--- src/rtl/arm_pkg.sv ---
// Shared ARM ISA definitions: condition-code encodings and NZCV flag bit positions.
package arm_pkg;

   typedef enum logic [3:0] {
      COND_EQ = 4'b0000,
      COND_NE = 4'b0001,
      COND_CS = 4'b0010,
      COND_CC = 4'b0011,
      COND_MI = 4'b0100,
      COND_PL = 4'b0101,
      COND_VS = 4'b0110,
      COND_VC = 4'b0111,
      COND_HI = 4'b1000,
      COND_LS = 4'b1001,
      COND_GE = 4'b1010,
      COND_LT = 4'b1011,
      COND_GT = 4'b1100,
      COND_LE = 4'b1101,
      COND_AL = 4'b1110,
      COND_NV = 4'b1111
   } cond_e;

   localparam int unsigned FLAG_N = 3;
   localparam int unsigned FLAG_Z = 2;
   localparam int unsigned FLAG_C = 1;
   localparam int unsigned FLAG_V = 0;

endpackage

--- src/rtl/cond_check.sv ---
// Combinational evaluation of an instruction condition field against stored NZCV flags.
module cond_check
   import arm_pkg::*;
(
   input  logic [3:0] Cond,
   input  logic [3:0] Flags,
   output logic       CondEx
);

   logic n, z, c, v;

   assign n = Flags[FLAG_N];
   assign z = Flags[FLAG_Z];
   assign c = Flags[FLAG_C];
   assign v = Flags[FLAG_V];

   always_comb begin
      CondEx = 1'b0;
      case (cond_e'(Cond))
         COND_EQ: CondEx = z;
         COND_NE: CondEx = ~z;
         COND_CS: CondEx = c;
         COND_CC: CondEx = ~c;
         COND_MI: CondEx = n;
         COND_PL: CondEx = ~n;
         COND_VS: CondEx = v;
         COND_VC: CondEx = ~v;
         COND_HI: CondEx = c & ~z;
         COND_LS: CondEx = ~c | z;
         COND_GE: CondEx = (n == v);
         COND_LT: CondEx = (n != v);
         COND_GT: CondEx = ~z & (n == v);
         COND_LE: CondEx = z | (n != v);
         COND_AL: CondEx = 1'b1;
         COND_NV: CondEx = 1'b0;
         default: CondEx = 1'b0;
      endcase
   end

endmodule

--- src/rtl/conditional_logic.sv ---
// Conditional-execution unit: holds NZCV in two separately enabled groups and gates
// the decoder's PC, register and memory write requests with the evaluated condition.
module conditional_logic
   import arm_pkg::*;
(
   input  logic       clk,
   input  logic       rst,
   input  logic       PCS,
   input  logic       RegW,
   input  logic       MemW,
   input  logic [1:0] FlagW,
   input  logic [3:0] Cond,
   input  logic [3:0] ALUFlags,
   output logic       PCSrc,
   output logic       RegWrite,
   output logic       MemWrite
);

   logic [1:0] nz_q, nz_d;
   logic [1:0] cv_q, cv_d;
   logic [3:0] flags;
   logic       cond_ex;
   logic [1:0] flag_write;

   assign flags = {nz_q, cv_q};

   cond_check u_cond_check (
      .Cond   (Cond),
      .Flags  (flags),
      .CondEx (cond_ex)
   );

   // Evaluation uses stored flags only, so an update is visible from the next cycle.
   assign flag_write = FlagW & {cond_ex, cond_ex};

   always_comb begin
      nz_d = nz_q;
      cv_d = cv_q;
      if (flag_write[1]) nz_d = ALUFlags[FLAG_N:FLAG_Z];
      if (flag_write[0]) cv_d = ALUFlags[FLAG_C:FLAG_V];
   end

   always_ff @(posedge clk or negedge rst) begin
      if (!rst) begin
         nz_q <= '0;
         cv_q <= '0;
      end else begin
         nz_q <= nz_d;
         cv_q <= cv_d;
      end
   end

   assign PCSrc    = PCS  & cond_ex;
   assign RegWrite = RegW & cond_ex;
   assign MemWrite = MemW & cond_ex;

endmodule

--- config.mk ---
export PLATFORM = sky130hd
export DESIGN_NAME = conditional_logic
export DESIGN_NICKNAME = d
export VERILOG_FILES = /design/src/rtl/arm_pkg.sv /design/src/rtl/cond_check.sv /design/src/rtl/conditional_logic.sv
export SDC_FILE = /design/constraint.sdc
export NUM_CORES = 1
export LEC_CHECK = 0
export ABC_AREA = 1
export CORE_AREA = 3 3 40 42
export DETAILED_ROUTE_END_ITERATION = 10
export DIE_AREA = 0 0 43 45
export GPL_TIMING_DRIVEN = 0
export RECOVER_POWER = 100
export SLEW_MARGIN = 10
export SYNTH_ARGS = -nofsm -noshare
export SYNTH_HDL_FRONTEND = slang
export SYNTH_HIERARCHICAL = 1
export SYNTH_SLANG_ARGS = --single-unit
--- constraint.sdc ---
create_clock -name clk -period 1.95 [get_ports clk]
set_clock_uncertainty 0.15 [all_clocks]
set_input_delay 0.2925 -clock clk [delete_from_list [all_inputs] [get_ports clk]]
set_output_delay 0.2925 -clock clk [all_outputs]
set_load 0.01 [all_outputs]
==> impl_results.md, run 1 <==
* Status: complete, but fails checks
* Failing checks: setup timing
* Setup CP Type: flop to primary output
* Fin worst setup slack at -2.83 ps
* Post-DP HPWL at approximately 750 um
* Die width at 43 um
* Final min period at 1950 ps
* Max-slew violations at 0
* Inst Count DP at just over 100
* Largest net degree at the start of global routing at 7
* Chip Height at ~45 um
* Final hold vios at 0
* Final #Nets at 111
* Data arrival, critical path at 1510 ps
* Setup total negative slack at -2.83 ps
* Hold Slack at 183 ps
* CTS Hold Bufs at 0
* Mapped Area at 402 sq um
* Period utilisation layout at 100%
* CTS sink cnt at 4
* GP Congestion at 0.741
* Gr ovfl total at 0
* Reg power frac at between 20% and 30%
* Final WL at about 1000 um
* Critical path buffers and inverters at 3
* Share of layout cells above drive strength 1 at 35.1%
* Final Util at 51.2%
* CP max FO at 4
* Wire per inst at 9.28 um
* Int Pwr at 375 uW
* CORE AREA at 1280 sq um
* Die outline area at 1940 sq um
* Synth Warn # at 6
* Routed via count at ~510
* Max Root-Sink Buffers at 2
* Switching Share at 44.8%
* GRT Util Overall at between 10% and 20%
* Comb power frac at between 50 and 60%
* Net switching power at between 300 and 400 uW
* Worst setup SP type: flop
* Worst path max stage delay at just over 400 ps
* DRT iter0 DRCs at 8
* H-tree depth at 1
* Antenna fix cells at 0
* Initial Util at 31.3%
* Place WS at -712 ps
* Unrepaired setup endpoints after global routing: yes
* Hold Crit Class: input pin to async pin
* CP max stage cell: dfrtp_1
* Mapped Avg Cell Area at roughly 5.7 sq um
* Insertion delay of the later-clocked pin in the worst-skew pair at 230 ps
* Root Driver: clkbuf_4
* Via density at 4.63
* Synth area leader: nand2_1
* CTS tree: yes
* Vias in the first global route at 473
* Num CTS Buffers at 3
* Worst-Margin Slew at 254 ps
* Critical Path RT at 1510 ps
* Largest delay contributor family on the critical path: simple AND/OR/NAND/NOR gates
* Detailed Routing Iterations Pass 1 at 4
* Leak at 0.000358 uW
* Max-slew headroom at 83.1%
* Max_cap viols at 0
* Clock power frac at 14.7%
* Post-synthesis sequential area ratio at 24.9%
* Yosys reg bits at 4
* Port Buffers at 17
* Post-DRT Antenna Nets at 0
* Boundary Pins at 18
* # setup viols final at 1
* Pwr Density at 1030 nW/um^2
* Row cnt at 13
* Post-Syn Nets at 85
* Cell variety after synth at 14
* DR DRC count at 0
* Area Growth Syn to Fin at 63.9%
* Flop2flop setup slack at 310 ps
* Maximum clock frequency at 512 MHz
* Synth Instances at 70
* Ordered list of cells on the worst path: inv_2, nand2_2, nand2_2, nand3_2, nand2_2, nand2_1, nand3_1, nand2_1, nand3_2, nand2_1, inv_1, buf_6
* Peak VDD IR at 0.558 mV
* Post-synth top area share at 26.2%
* Synth top area cells: nand2_1, dfrtp_1, nand3_1
* Initial antenna violation count at 0
* Worst-path clk slew at about 40 ps
* First-pass GRT wire length at between 1500 and 2000 um
* Crit path capture type: primary output
* Final std cells w/o fill at 109
[layout make-up]
class	instances	area, sq um
Inverter	11	41.3
Multi-Input combinational cell	54	284
Fill cell	142	627
Timing Repair Buffer	22	190
Sequential cell	4	101
Clock buffer	3	22.5
Tap cell	15	18.8
[stage by stage]
step | power (uW) | area [sq um]
after floorplan | 404 | 402
after global placement | 513 | 591
after detailed placement | 520 | 591
after CTS | 665 | 626
after global routing | 756 | 658
final | 679 | 658
[power groups by stage]
stage | logic [uW] | registers, uW | clock network (uW)
2_1_floorplan | 244 | 160 | 0
3_3_place_gp | 342 | 171 | 0
3_5_place_dp | 347 | 173 | 0
4_1_cts | 390 | 169 | 106
5_1_grt | 460 | 186 | 110
6_report | 401 | 179 | 99.9
[what timing repair did]
item | CTS | global route
pin swaps | 3 | 7
resized for setup | 21 | 12
setup endpoints to repair | 3 | 3
endpoints found under the hold margin | 0 | 0
buffers inserted | 3 | 2
[routing by layer]
layer	up-vias	GRT usage, %	routed length, um
met4	0	7.23	12
met5	-	0	0
met1	211	11.9	414
li1	271	-	-
met3	2	1.99	80
met2	21	21.9	504
[flip-flops by register name (all words and copies together) (netlist names)]
name,flops
nz_q,2
cv_q,2
[Yosys cell counts]
| library cell | number |
|---|---|
| nand3_2 | 1 |
| nand3_1 | 12 |
| a21oi_1 | 1 |
| inv_1 | 9 |
| inv_2 | 2 |
| dfrtp_1 | 4 |
| nor2_1 | 2 |
| nand2_2 | 2 |
| o21ai_1 | 2 |
| nand2_1 | 28 |
| nor2_2 | 3 |
| buf_6 | 1 |
| o211ai_1 | 2 |
| o21ai_0 | 1 |
[placed cells by master, fill, tap and decap left out]
cell type	n
inv_2	4
dfrtp_1	3
buf_2	2
nand3_1	10
o21ai_0	1
dfrtp_2	1
o211ai_1	2
clkbuf_2	1
clkdlybuf4s50_1	9
nand3_2	3
inv_1	7
nor2_4	1
clkbuf_4	3
a21oi_1	1
nand2_1	22
buf_6	1
buf_4	5
nand2_2	8
dlygate4sd2_1	3
dlygate4sd3_1	1
nor2_2	4
o21ai_1	2
[worst paths after layout]
path                               from       to  cells past startpoint
worst max-delay path            nz_q[1]    PCSrc                     12
worst min-delay path                rst  nz_q[0]                      1
worst max register to register  nz_q[1]  nz_q[0]                     13
worst min register to register  cv_q[1]  cv_q[1]                      2
max in group asynchronous           rst  cv_q[0]                      1
min in group clk                cv_q[1]  cv_q[1]                      2
[logic make-up (layout without fill, tap and decap cells)]
kind of cell | after synthesis | count (layout) | share of synthesized area [%]
AOI/OAI and AO/OA | 6 | 6 | 8.72
buffers and inverters | 12 | 36 | 13.1
DFF | 4 | 4 | 24.9
and+or+nand+nor | 48 | 48 | 53.3
No activity file was read; power rests on OpenSTA's default activity.
==> run 2: changes to the inputs <==
- DONT_BUFFER_PORTS: unset -> 1
- PLACE_DENSITY_LB_ADDON: unset -> 0.25
==> run 2 against run 1 <==
  * The run now ends clean
  * Die area unchanged
  * Sequential cell count unchanged
  * Cell count decreased by 17%
  * Via count decreased by 15%
  * Fmax increased by 5.6%
  * First-iteration DRC count increased by 25%
  * Clock power decreased by 0.5%
  * Setup slack improved by 100 ps
  * Sequential power about the same
  * Wire length decreased by 17%
  * Critical endpoint is now RegWrite
  * Highest routed layer unchanged
==> impl_results.md, run 2 (synthesis gave the netlist of run 1 again) <==
* Status: finished clean
* H-tree depth at 1 (unchanged)
* CORE AREA at 1280 sq um (unchanged)
* Final min period at 1850 ps (-104 ps)
* Num CTS Buffers at 3 (unchanged)
* Vias in the first global route at 372 (-21%)
* Wire per inst at 9.19 um (-0.95%)
* Worst-Margin Slew at 180 ps (-73.8 ps)
* GRT Util Overall at 9.43% (-2.2 points)
* Commonest non-fill, non-tap cell in the layout: nand2_1
* Unrepaired setup endpoints after global routing: yes
* Post-DP HPWL at 683 um (-9.4%)
* Routed via count at 429 (-15%)
* GP Congestion at 0.692 (-6.6%)
* Peak VDD IR at 0.547 mV (-1.9%)
* Antenna fix cells at 0 (unchanged)
* Comb power frac at 54.7% (-4.3 points)
* DR DRC count at 0 (unchanged)
* Most frequent cells in the layout: nand2_1, nand3_1, nand2_2, inv_2, inv_1
* Switching Share at 44.9% (+0.18 points)
* Initial Util at 31.3% (unchanged)
* Data arrival, critical path at 1410 ps (-100 ps)
* Leak at 0.000272 uW (-24%)
* Die outline area at 1940 sq um (unchanged)
* Hold Crit Class: input pin to flop
* Largest net degree at the start of global routing at 10 (+3)
* Gr ovfl total at 0 (unchanged)
* DRT iter0 DRCs at 10 (+2)
* Chip Height at 45 um (unchanged)
* Max-slew violations at 0 (unchanged)
* Share of layout cells above drive strength 1 at 34.2% (-0.90 points)
* Max_cap viols at 0 (unchanged)
* Net switching power at 275 uW (-9.7%)
* Worst-path clk slew at 40 ps (about the same)
* Crit path capture type: primary output
* CTS sink cnt at 4 (unchanged)
* CTS tree: yes
* Boundary Pins at 18 (unchanged)
* Flop2flop setup slack at 350 ps (+40 ps)
* Via density at 4.71 (+1.8%)
* Insertion delay of the later-clocked pin in the worst-skew pair at 230 ps (about the same)
* Clock power frac at 16.3% (+1.6 points)
* Root Driver: clkbuf_4
* Port Buffers at 0 (-17)
* # setup viols final at 0 (-1)
* CP max FO at 6 (+2)
* Reg power frac at 29.0% (+2.7 points)
* Die width at 43 um (unchanged)
* Largest regs: cv_q x2, nz_q x2
* Final Instance Area at 490 sq um (-25%)
* First-pass GRT wire length at 1370 um (-18%)
* Placed Area at 420 sq um (-29%)
* Max-slew headroom at 88.0% (+4.9 points)
* Critical Path RT at 1510 ps (about the same)
* Total Power at 611 uW (-10%)
* Post-DRT Antenna Nets at 0 (unchanged)
* Final WL at 836 um (-17%)
* Detailed Routing Iterations Pass 1 at 4 (unchanged)
* Pwr Density at 1250 nW/um^2 (+21%)
* Int Pwr at 336 uW (-10%)
* Setup CP Type: flop to primary output
* Period utilisation layout at 94.8% (-5.3 points)
* Worst setup SP type: flop
* Initial antenna violation count at 0 (unchanged)
* Final #Nets at 93 (-16%)
* Row cnt at 13 (unchanged)
* Maximum clock frequency at 541 MHz (+5.6%)
* Area Growth Syn to Fin at 22.1%
* Max Root-Sink Buffers at 2 (unchanged)
* Final hold vios at 0 (unchanged)
-- run 2: cell types whose count changed in the layout (fill, tap and decap cells not counted), moves of 2 or more --
cell / previous run / this run
inv_1: 7 / 4
clkdlybuf4s50_1: 9 / 0
nand3_2: 3 / 1
nor2_1: 0 / 2
dlygate4sd2_1: 3 / 0
buf_2: 2 / 0
buf_4: 5 / 3
inv_2: 4 / 7
-- run 2: through the flow --
step	cells	setup slack (ps)	hold slack, ps	setup TNS (ps)	util [%]
floorplan	70	331	-153	0	-
global placement	85	199	-153	0	32.7
detailed placement	85	200	-153	0	32.7
CTS	90	25.8	52.0	0	36.2
global route	91	-13.4	58.4	-27.3	38.2
finish	91	101	55.6	0	38.2
-- run 2: final timing paths --
kind / start / end / cells past startpoint
setup reg to reg: cv_q[0] / nz_q[0] / 13
setup / recovery: cv_q[0] / RegWrite / 11
hold reg to reg: nz_q[0] / nz_q[0] / 2
hold / removal: ALUFlags[1] / cv_q[1] / 2
min in group asynchronous: rst / cv_q[1] / 1
max in group asynchronous: rst / cv_q[0] / 1
-- run 2: critical path: stages, from the launching register on --
cell	delay (ps)
dfrtp_2	430
inv_2	70
nand2_2	50
nand2_1	80
nand3_1	70
nand2_1	60
nand2_1	60
nand3_2	70
nand2_2	60
nand3_4	100
nand2_2	60
inv_2	70
-- run 2: timing repair --
action | in CTS | in global routing
resized for setup | 6 | 8
setup endpoints to repair | 3 | 3
hold endpoints to repair | 4 | 0
setup buffers | 2 | 1
pin swaps | 0 | 5
hold buffers | 1 | 0
-- run 2: metal layers --
metal	vias to the layer above	wire length, um	track usage [%]
met5	-	0	0
met4	0	8	5.42
met3	2	94	3.19
met2	19	392	15.6
met1	177	340	10.7
li1	231	-	-
-- run 2: cell type report --
cell class,instances,area [sq um]
clock buffers,3,22.5
fillers,144,795
inverters,11,41.3
multi-input cells,54,274
flip-flops and latches,4,101
well taps,15,18.8
repair buffers,4,32.5
-- run 2: power groups by stage --
stage	registers [uW]	clock network (uW)	logic (uW)
detailed placement	176	0	276
finish	177	99.4	335
global placement	175	0	277
floorplan	160	0	244
global route	184	114	383
CTS	177	105	301
==> run 3: changes to the inputs <==
- CTS_CLUSTER_SIZE: unset -> 16
==> results of run 3 <==
No change in the layout: final DEF, timing and power equal those of run 2.
